<file path="src/rtl/cache_arb_pkg.sv">
// cache_arb_pkg: shared types for the two-port cache arbiter.
// FSM state encoding and requester port indices.
package cache_arb_pkg;

  typedef enum logic [1:0] {
    IDLE  = 2'd0,
    ISSUE = 2'd1,
    WAIT  = 2'd2,
    ACK   = 2'd3
  } arb_state_e;

  localparam logic PORT_IFETCH = 1'b0;
  localparam logic PORT_DATA   = 1'b1;

endpackage

</file>
<file path="src/rtl/cache_arbiter_rr_pick2.sv">
// rr_pick2: combinational 2-way round-robin chooser.
// req0/req1 + last grant in -> gnt_valid, gnt_idx out.
module rr_pick2
  import cache_arb_pkg::*;
(
  input  logic req0,
  input  logic req1,
  input  logic last,
  output logic gnt_valid,
  output logic gnt_idx
);

  always_comb begin
    gnt_valid = req0 | req1;
    gnt_idx   = PORT_IFETCH;
    unique case (1'b1)
      (req0 && req1):  gnt_idx = ~last;
      (req1 && !req0): gnt_idx = PORT_DATA;
      (req0 && !req1): gnt_idx = PORT_IFETCH;
      default:         gnt_idx = PORT_IFETCH;
    endcase
  end

endmodule

</file>
<file path="src/rtl/cache_arbiter.sv">
// cache_arbiter: shares one Cache port between ifetch (0) and data (1).
// Ports: sys_clk, rst_n (sync, active-low); req/addr/wdata/we per
// requester; ack0/ack1, err, rdata back; cache_* to/from the Cache.
module cache_arbiter
  import cache_arb_pkg::*;
#(
  parameter int ADDR_W  = 32,
  parameter int DATA_W  = 32,
  parameter int TIMEOUT = 255
) (
  input  logic              sys_clk,
  input  logic              rst_n,
  input  logic              req0,
  input  logic              req1,
  input  logic [ADDR_W-1:0] addr0,
  input  logic [ADDR_W-1:0] addr1,
  input  logic [DATA_W-1:0] wdata0,
  input  logic [DATA_W-1:0] wdata1,
  input  logic              we0,
  input  logic              we1,
  output logic              ack0,
  output logic              ack1,
  output logic              err,
  output logic [DATA_W-1:0] rdata,
  output logic [ADDR_W-1:0] cache_address,
  output logic [DATA_W-1:0] cache_data_in,
  output logic              cache_write_enable,
  input  logic [DATA_W-1:0] cache_data_out,
  input  logic              cache_data_out_valid
);

  localparam int CNT_W = $clog2(TIMEOUT + 1);
  localparam logic [CNT_W-1:0] CNT_LAST =
    CNT_W'(TIMEOUT - 1);

  arb_state_e        state_q, state_d;
  logic              gnt_q, gnt_d;
  logic              last_q, last_d;
  logic [CNT_W-1:0]  cnt_q, cnt_d;
  logic [ADDR_W-1:0] addr_d;
  logic [DATA_W-1:0] din_d;
  logic              we_d;
  logic [DATA_W-1:0] rdata_d;
  logic              err_d;
  logic              ack0_d, ack1_d;
  logic              pick_valid, pick_idx;

  rr_pick2 u_pick (
    .req0      (req0),
    .req1      (req1),
    .last      (last_q),
    .gnt_valid (pick_valid),
    .gnt_idx   (pick_idx)
  );

  always_ff @(posedge sys_clk) begin
    if (!rst_n) begin
      state_q            <= IDLE;
      gnt_q              <= PORT_IFETCH;
      last_q             <= PORT_DATA;
      cnt_q              <= '0;
      cache_address      <= '0;
      cache_data_in      <= '0;
      cache_write_enable <= 1'b0;
      rdata              <= '0;
      err                <= 1'b0;
      ack0               <= 1'b0;
      ack1               <= 1'b0;
    end else begin
      state_q            <= state_d;
      gnt_q              <= gnt_d;
      last_q             <= last_d;
      cnt_q              <= cnt_d;
      cache_address      <= addr_d;
      cache_data_in      <= din_d;
      cache_write_enable <= we_d;
      rdata              <= rdata_d;
      err                <= err_d;
      ack0               <= ack0_d;
      ack1               <= ack1_d;
    end
  end

  // ack is registered on the WAIT->ACK edge so that it is
  // high exactly during the ACK state.
  always_comb begin
    state_d = state_q;
    gnt_d   = gnt_q;
    last_d  = last_q;
    cnt_d   = cnt_q;
    addr_d  = cache_address;
    din_d   = cache_data_in;
    we_d    = cache_write_enable;
    rdata_d = rdata;
    err_d   = err;
    ack0_d  = 1'b0;
    ack1_d  = 1'b0;
    unique case (state_q)
      IDLE: begin
        we_d = 1'b0;
        if (pick_valid) begin
          gnt_d   = pick_idx;
          last_d  = pick_idx;
          addr_d  = pick_idx ? addr1 : addr0;
          din_d   = pick_idx ? wdata1 : wdata0;
          we_d    = pick_idx ? we1 : we0;
          state_d = ISSUE;
        end
      end
      ISSUE: begin
        // valid still reflects the previous address here
        cnt_d   = '0;
        state_d = WAIT;
      end
      WAIT: begin
        if (cache_data_out_valid) begin
          rdata_d = cache_data_out;
          err_d   = 1'b0;
          we_d    = 1'b0;
          ack0_d  = (gnt_q == PORT_IFETCH);
          ack1_d  = (gnt_q == PORT_DATA);
          state_d = ACK;
        end else if (cnt_q == CNT_LAST) begin
          rdata_d = '0;
          err_d   = 1'b1;
          we_d    = 1'b0;
          ack0_d  = (gnt_q == PORT_IFETCH);
          ack1_d  = (gnt_q == PORT_DATA);
          state_d = ACK;
        end else begin
          cnt_d = cnt_q + CNT_W'(1);
        end
      end
      ACK: begin
        state_d = IDLE;
      end
      default: begin
        state_d = IDLE;
      end
    endcase
  end

endmodule

</file>
<file path="config.mk">
export PLATFORM = sky130hd
export DESIGN_NAME = cache_arbiter
export DESIGN_NICKNAME = d
export VERILOG_FILES = /design/src/rtl/cache_arb_pkg.sv /design/src/rtl/cache_arbiter_rr_pick2.sv /design/src/rtl/cache_arbiter.sv
export SDC_FILE = /design/constraint.sdc
export NUM_CORES = 1
export LEC_CHECK = 0
export CORE_MARGIN = 2
export CORE_UTILIZATION = 25
export DETAILED_ROUTE_END_ITERATION = 16
export GPL_TIMING_DRIVEN = 0
export SYNTH_ARGS = -nofsm -noshare
export SYNTH_HDL_FRONTEND = slang
export SYNTH_SLANG_ARGS = --single-unit
</file>
<file path="constraint.sdc">
create_clock -name sys_clk -period 4.4 [get_ports sys_clk]
set_input_delay 0.44 -clock sys_clk [delete_from_list [all_inputs] [get_ports sys_clk]]
set_output_delay 0.44 -clock sys_clk [all_outputs]
set_load 0.02 [all_outputs]
</file>
==> out/qor.yml, run 1 <==
routing:
  vias_per_cell: 4.56
  first_pass_iters: 4
  wl_per_cell_microns: 16.3
  vias: 4556
  finalWirelength_mm: 16.3
  drt_iter0_drc: 190
  ant_nets: 0
  route.detailed.drc: 0
pwr:
  leakagePower_nw: 2.91
  ir_drop_mv: 0.201
  internal_power_w: 0.00251
  p_total_w: 0.00408
  p_comb_share_pct: 45.3
  seq_power_share_pct: 34.2
  power_density_nw_per_um2: 515
  switchingPower_w: 0.00157
  switching_share_pct: 38.4
  clkPwrFrac_pct: 20.5
floorplanning:
  die_area_sq_um: 19800
  fp.dieH_microns: 141
  placeableCoreArea_sq_um: 18100
  rows: 49
  start_util_pct: 25.7
  io_pins: 267
  die_x_microns: 141
critical_path:
  slowest_delay_ns: 0.63
  cp.required_ns: 4.69
  crit_fanout: 10
  cpMaxStageDelayCell: "a21oi_1"
  crit_arrival_ns: 2.62
  path_delay_family: "compound AO/OA/AOI/OAI gates"
  start_kind: "flip-flop"
  worst-path-buf-inv: 3
  critical_path_class: "reg2reg"
  crit_top_cell: "buf_2"
  crit_chain: "inv_1 -> ha_1 -> and2_1 -> buf_2 -> a21oi_1 -> buf_2 -> a22oi_1 -> nor2_1"
  cp-end-kind: "flip-flop"
finish:
  fin_nets: 939
  final_area_sq_um: 7910
  final_util_pct: 43.6
  drive_above_1_share_pct: 4.02
  areaGrowthSynthToFinish_pct: 69.6
  fillCellCount: 1837
  antenna_cells: 0
sta:
  clock.fmax_mhz: 429
  hold_violations: 0
  fin_crit_ns: 2.33
  slew_viol_final: 0
  rsz0062_at_grt: "false"
  tightestPinTransition_ns: 0.790
  slew-limit-headroom_pct: 47.3
  period_share_pct: 53.0
  setup_viol: 0
  skew_ns: 0.00918
  totalNegativeSetupSlack_ns: 0
logic_synthesis:
  synth_top_area_share_pct: 48.1
  synthCells: 489
  synth_seq_cells: 112
  syn_avg_cell_area_sq_um: 9.54
  synth.area.top_cells: "dfxtp_1, mux2i_1, a211oi_1"
  synth_warnings: 0
  synth_cell_types: 39
  synthesis.area_sq_um: 4660
  mappedNetlistNets: 662
  yosys.area.top_type: "dfxtp_1"
  seq_area_frac_synth_pct: 48.1
global_route:
  grt_pass1_wl_mm: 24.9
  antenna_found_initial: 0
  grt_usage_pct: 16.3
  grt_pass1_vias: 4622
  grt_max_degree: 21
  gr-total-overflow: 0
cts:
  cts.sinks: 112
  cts_tree: "built"
  cts_max_level: 3
  clk_pin_slew_ns: 0.08
  cts-resized-gates: 0
  clock-root-buffer: "clkbuf_16"
  numCtsBuffers: 9
  clk_latency_ns: 0.36
  clk_path_buf_depth: 2
  cts.hold.buffers_added: 0
  post-cts-setup-buffers: 0
min_path:
  hold_class: "reg2reg"
run:
  maxCapViolations: 0
placed_design:
  gp_congestion: 0.779
  hpwl_mm: 12.7
  place_area_sq_um: 7610
  portBuffers: 266
status:
  status: "finished, final reports clean"
[kinds of logic (layout without fill, tap and decap cells)]
| family | Yosys count | after routing | synth area share [%] |
|---|---|---|---|
| compound gates | 122 | 122 | 19.3 |
| buf+inv | 50 | 332 | 4.69 |
| flops | 112 | 112 | 48.1 |
| mux | 66 | 66 | 14.2 |
| fa+ha+maj | 6 | 6 | 1.61 |
| simple gates | 133 | 133 | 12.1 |
[layout by cell type, fill, tap and decap left out, drive strengths merged, types with 2 or more instances in the layout]
| master | instances |
|---|---|
| clkdlybuf4s50 | 266 |
| dfxtp | 112 |
| nor2 | 103 |
| mux2i | 66 |
| a211oi | 66 |
| clkbuf | 36 |
| a22oi | 33 |
| buf | 15 |
| inv | 12 |
| a21oi | 8 |
| nand2 | 7 |
| ha | 6 |
| nand2b | 4 |
| o21ai | 3 |
| nand3 | 3 |
| nor3 | 3 |
| clkinv | 3 |
| o21a | 2 |
| a211o | 2 |
| o31ai | 2 |
| or4 | 2 |
| and3 | 2 |
| and4 | 2 |
[through the flow]
step	setup WS [ns]	hold slack, ns	cells
4_1_cts	2.03	0.456	1000
3_3_place_gp	1.78	0.440	984
6_report	2.07	0.458	1000
3_5_place_dp	1.78	0.440	984
2_1_floorplan	2.49	0.408	489
5_1_grt	1.82	0.480	1000
[layout make-up]
type / count / area (sq um) / share of cell area (%)
Buffer: 41 / 185 / 2.34
Clock buffer: 10 / 239 / 3.02
Clock inverter: 6 / 57.6 / 0.728
Inverter: 9 / 33.8 / 0.427
Multi-Input combinational cell: 327 / 2200 / 27.9
Sequential cell: 112 / 2240 / 28.3
Tap cell: 229 / 287 / 3.62
Timing Repair Buffer: 266 / 2660 / 33.7
[layer usage]
layer,up-vias,wire (microns),track usage [%]
met5,-,0,0
met4,0,392,5.89
met3,23,1210,5.64
met2,162,7950,28.0
met1,2053,6740,18.8
li1,2318,-,-
[path summary, 6_finish.rpt]
check / start / to / slack (ns) / cells after the start
setup / recovery: state_q[0]$_SDFFE_PN0P_ / rdata[22]$_SDFFE_PN0P_ / 2.07 / 8
hold / removal: gnt_q$_SDFFE_PN0P_ / ack0$_SDFF_PN0_ / 0.46 / 1
setup reg to reg: state_q[0]$_SDFFE_PN0P_ / rdata[22]$_SDFFE_PN0P_ / 2.07 / 8
hold reg to reg: gnt_q$_SDFFE_PN0P_ / ack0$_SDFF_PN0_ / 0.46 / 1
[synthesized netlist by cell type, drive strengths merged]
cell type  number
o211ai          1
a31oi           1
or4             2
or3b            1
nor2          103
a41oi           1
nand4           1
or2             1
a21oi           8
o31ai           2
nand2           7
a211o           2
mux2i          66
and2            1
nor2b           1
clkinv          1
nand3           3
ha              6
o211a           1
o21a            2
and3            2
nor3b           1
a21boi          1
dfxtp         112
inv             8
and4            2
o21ai           3
nor3            3
nor4b           1
nand2b          4
a22oi          33
a32oi           1
clkbuf         26
a211oi         66
buf            15
[sequential cells by signal, summed over array words and instances, names as in the netlist]
| register | cells |
|---|---|
| cnt_q | 8 |
| ack1 | 1 |
| err | 1 |
| state_q | 2 |
| cache_write_enable | 1 |
| rdata | 32 |
| cache_address | 32 |
| cache_data_in | 32 |
| gnt_q | 1 |
| ack0 | 1 |
| last_q | 1 |
[power by group through the flow]
stage / registers (W) / logic, W / clock network (W)
6_report: 0.00139 / 0.00185 / 0.000836
5_1_grt: 0.00143 / 0.00202 / 0.000899
4_1_cts: 0.00140 / 0.00187 / 0.000868
3_5_place_dp: 0.00142 / 0.00187 / 0
3_3_place_gp: 0.00141 / 0.00187 / 0
2_1_floorplan: 0.00169 / 0.000716 / 0
[worst reg2reg max path: stages, from the launching register on]
cell	delay [ns]
dfxtp_1	0.36
inv_1	0.09
ha_1	0.29
and2_1	0.17
buf_2	0.17
a21oi_1	0.63
buf_2	0.36
a22oi_1	0.10
nor2_1	0.11
Note: power is estimated with default switching activity, not from simulation.
==> run 2: changes to the inputs <==
Clock period 4.4 ns to 2.1 ns, I/O delays scaled along.
==> run 2 against run 1 <==
Net effect:
- cell count is the same
- worst setup slack lost 2.0 ns
- combinational power grew 110%
- clock power grew 110%
- die area is the same
- maximum frequency grew 17%
- count of clock-buffer cells in the layout is the same
- first-iteration DRC count grew 2.1%
- largest cell class unchanged
- highest routed layer unchanged
==> out/qor.yml, run 2 (synthesis gave the netlist of run 1 again) <==
status:
  status: "finished, final reports clean"
pwr:
  leakagePower_nw: 2.94  # +1.0%
  power_density_nw_per_um2: 1080  # +110%
  ir_drop_mv: 0.422  # +110%
critical_path:
  critical_path_class: "reg2reg"
  cp-endpoint: "cnt_q[3]$_SDFFE_PN0P_"
  slowest_delay_ns: 0.47  # -0.16 ns
  cp-end-kind: "flip-flop"
  crit_chain: "inv_1 -> ha_1 -> and4_1 -> a211o_4 -> or4_1 -> a21oi_1"
  worst-path-buf-inv: 1  # -2
  r2r_start: "cnt_q[0]$_SDFFE_PN0P_"
  crit_arrival_ns: 2.28  # -0.34 ns
  cp.required_ns: 2.39  # -2.30 ns
  cpMaxStageDelayCell: "or4_1"
  start_kind: "flip-flop"
  crit_cells: 6  # -2
  r2r.worst_path.cells: 6  # -2
  rrSetupSlack_ns: 0.11  # -1.96 ns
  crit_path_start: "cnt_q[0]$_SDFFE_PN0P_"
  r2r-end: "cnt_q[3]$_SDFFE_PN0P_"
  crit_fanout: 9  # -1
  path_delay_family: "simple AND/OR/NAND/NOR gates"
global_route:
  gr-total-overflow: 0  # unchanged
  grt_pass1_vias: 4638  # +0.35%
  grt_max_degree: 21  # unchanged
  antenna_found_initial: 0  # unchanged
  grt_pass1_wl_mm: 24.9  # unchanged
  grt_usage_pct: 16.3  # about the same
routing:
  ant_nets: 0  # unchanged
  finalWirelength_mm: 16.3  # about the same
  vias_per_cell: 4.56  # +0.11%
  vias: 4561  # +0.11%
  route.detailed.drc: 0  # unchanged
  drt_iter0_drc: 194  # +2.1%
  first_pass_iters: 4  # unchanged
  wl_per_cell_microns: 16.3  # about the same
sta:
  fin_crit_ns: 1.99  # -0.343 ns
  rsz0062_at_grt: "false"
  timing.hold.ws_ns: 0.458  # +0.000614 ns
  tightestPinTransition_ns: 0.683  # -0.107 ns
  skew_ns: 0.00803  # -0.00115 ns
  hold_violations: 0  # unchanged
  totalNegativeSetupSlack_ns: 0  # unchanged
  finalWorstSetupSlack_ns: 0.111  # -1.96 ns
  slew_viol_final: 0  # unchanged
  clock.fmax_mhz: 503  # +17%
  slew-limit-headroom_pct: 54.5  # +7.1 points
  period_share_pct: 94.7  # +42 points
  setup_viol: 0  # unchanged
placed_design:
  preCtsSetupSlack_ns: -0.294  # -2.07 ns
  hpwl_mm: 12.7  # unchanged
  place_inst: 984  # unchanged
  portBuffers: 266  # unchanged
  gp_congestion: 0.779  # unchanged
cts:
  cts.sinks: 112  # unchanged
  clock-root-buffer: "clkbuf_16"
  clk_pin_slew_ns: 0.08  # about the same
  cts_max_level: 3  # unchanged
  clk_latency_ns: 0.36  # about the same
  clk_path_buf_depth: 2  # unchanged
  post-cts-setup-buffers: 0  # unchanged
  numCtsBuffers: 9  # unchanged
  cts.hold.buffers_added: 0  # unchanged
  cts_tree: "built"
floorplanning:
  rows: 49  # unchanged
  fp.dieH_microns: 141  # unchanged
  placeableCoreArea_sq_um: 18100  # unchanged
  io_pins: 267  # unchanged
  start_util_pct: 25.7  # unchanged
  die_area_sq_um: 19800  # unchanged
  die_x_microns: 141  # unchanged
finish:
  drive_above_1_share_pct: 5.97  # +1.9 points
  final_cells: 1000  # unchanged
  final_common_cell: "clkdlybuf4s50_1"
  fin_nets: 939  # unchanged
  areaGrowthSynthToFinish_pct: 70.7
  antenna_cells: 0  # unchanged
  reg_top3: "cache_address x32, cache_data_in x32, rdata x32"
  final_util_pct: 43.9  # +0.28 points
  most-common-layout-cells: "clkdlybuf4s50_1, dfxtp_1, nor2_1"
run:
  maxCapViolations: 0  # unchanged
min_path:
  hold_class: "reg2reg"
==> run 2: cell types whose count changed in the layout (fill, tap and decap cells not counted), sizes merged <==
cell	change
clkbuf	+1
buf	-1
==> run 2: worst min path at each step <==
stage                                  start                     to  slack [ns]  depth (start not counted)
final                     gnt_q$_SDFFE_PN0P_        ack0$_SDFF_PN0_        0.46                          1
after global routing        err$_SDFFE_PN0P_       err$_SDFFE_PN0P_        0.48                          2
after CTS                 gnt_q$_SDFFE_PN0P_        ack0$_SDFF_PN0_        0.46                          1
after detailed placement  gnt_q$_SDFFE_PN0P_        ack0$_SDFF_PN0_        0.44                          1
after global placement    gnt_q$_SDFFE_PN0P_        ack0$_SDFF_PN0_        0.44                          1
after floorplan            cache_data_out[0]  rdata[0]$_SDFFE_PN0P_        0.37                          2
==> run 2: layer usage <==
| metal | GRT usage [%] | part of all wire (%) | vias to the layer above |
|---|---|---|---|
| li1 | - | - | 2323 |
| met1 | 18.8 | 41 | 2054 |
| met2 | 27.8 | 48 | 159 |
| met3 | 5.64 | 7.3 | 25 |
| met4 | 6.47 | 2.9 | 0 |
| met5 | 0 | 0 | - |
==> run 2: area by class of cell <==
type / count / area, sq um
flip-flops and latches: 112 / 2240
well taps: 229 / 287
inverters: 9 / 33.8
repair buffers: 266 / 2660
multi-input cells: 327 / 2240
fillers: 1833 / 10200
plain buffers: 41 / 199
clock buffers: 10 / 239
clock inverters: 6 / 57.6
==> run 2: worst register-to-register path, delay by kind of cell (launching register included) <==
kind,cells,cell delay [ns]
buffers and inverters,1,0.06
DFF,1,0.36
adders and majority gates,1,0.23
AOI/OAI and AO/OA,2,0.55
and+or+nand+nor,2,0.72
==> run 2: what timing repair did <==
action,CTS,global route
gates resized for setup,5,20
hold endpoints to repair,0,0
setup endpoints to repair,93,84
==> run 2: stage by stage <==
step / cell area, sq um / total power (W)
2_1_floorplan: 4660 / 0.00504
3_3_place_gp: 7610 / 0.00686
3_5_place_dp: 7610 / 0.00688
4_1_cts: 7930 / 0.00870
5_1_grt: 7960 / 0.00916
6_report: 7960 / 0.00861
==> run 2: power by group <==
group / total (W) / switching (W) / internal (W)
combinational: 0.00393 / 0.00214 / 0.00179
clock: 0.00175 / 0.000884 / 0.000870
sequential: 0.00293 / 0.000276 / 0.00265
total: 0.00861 / 0.00330 / 0.00531
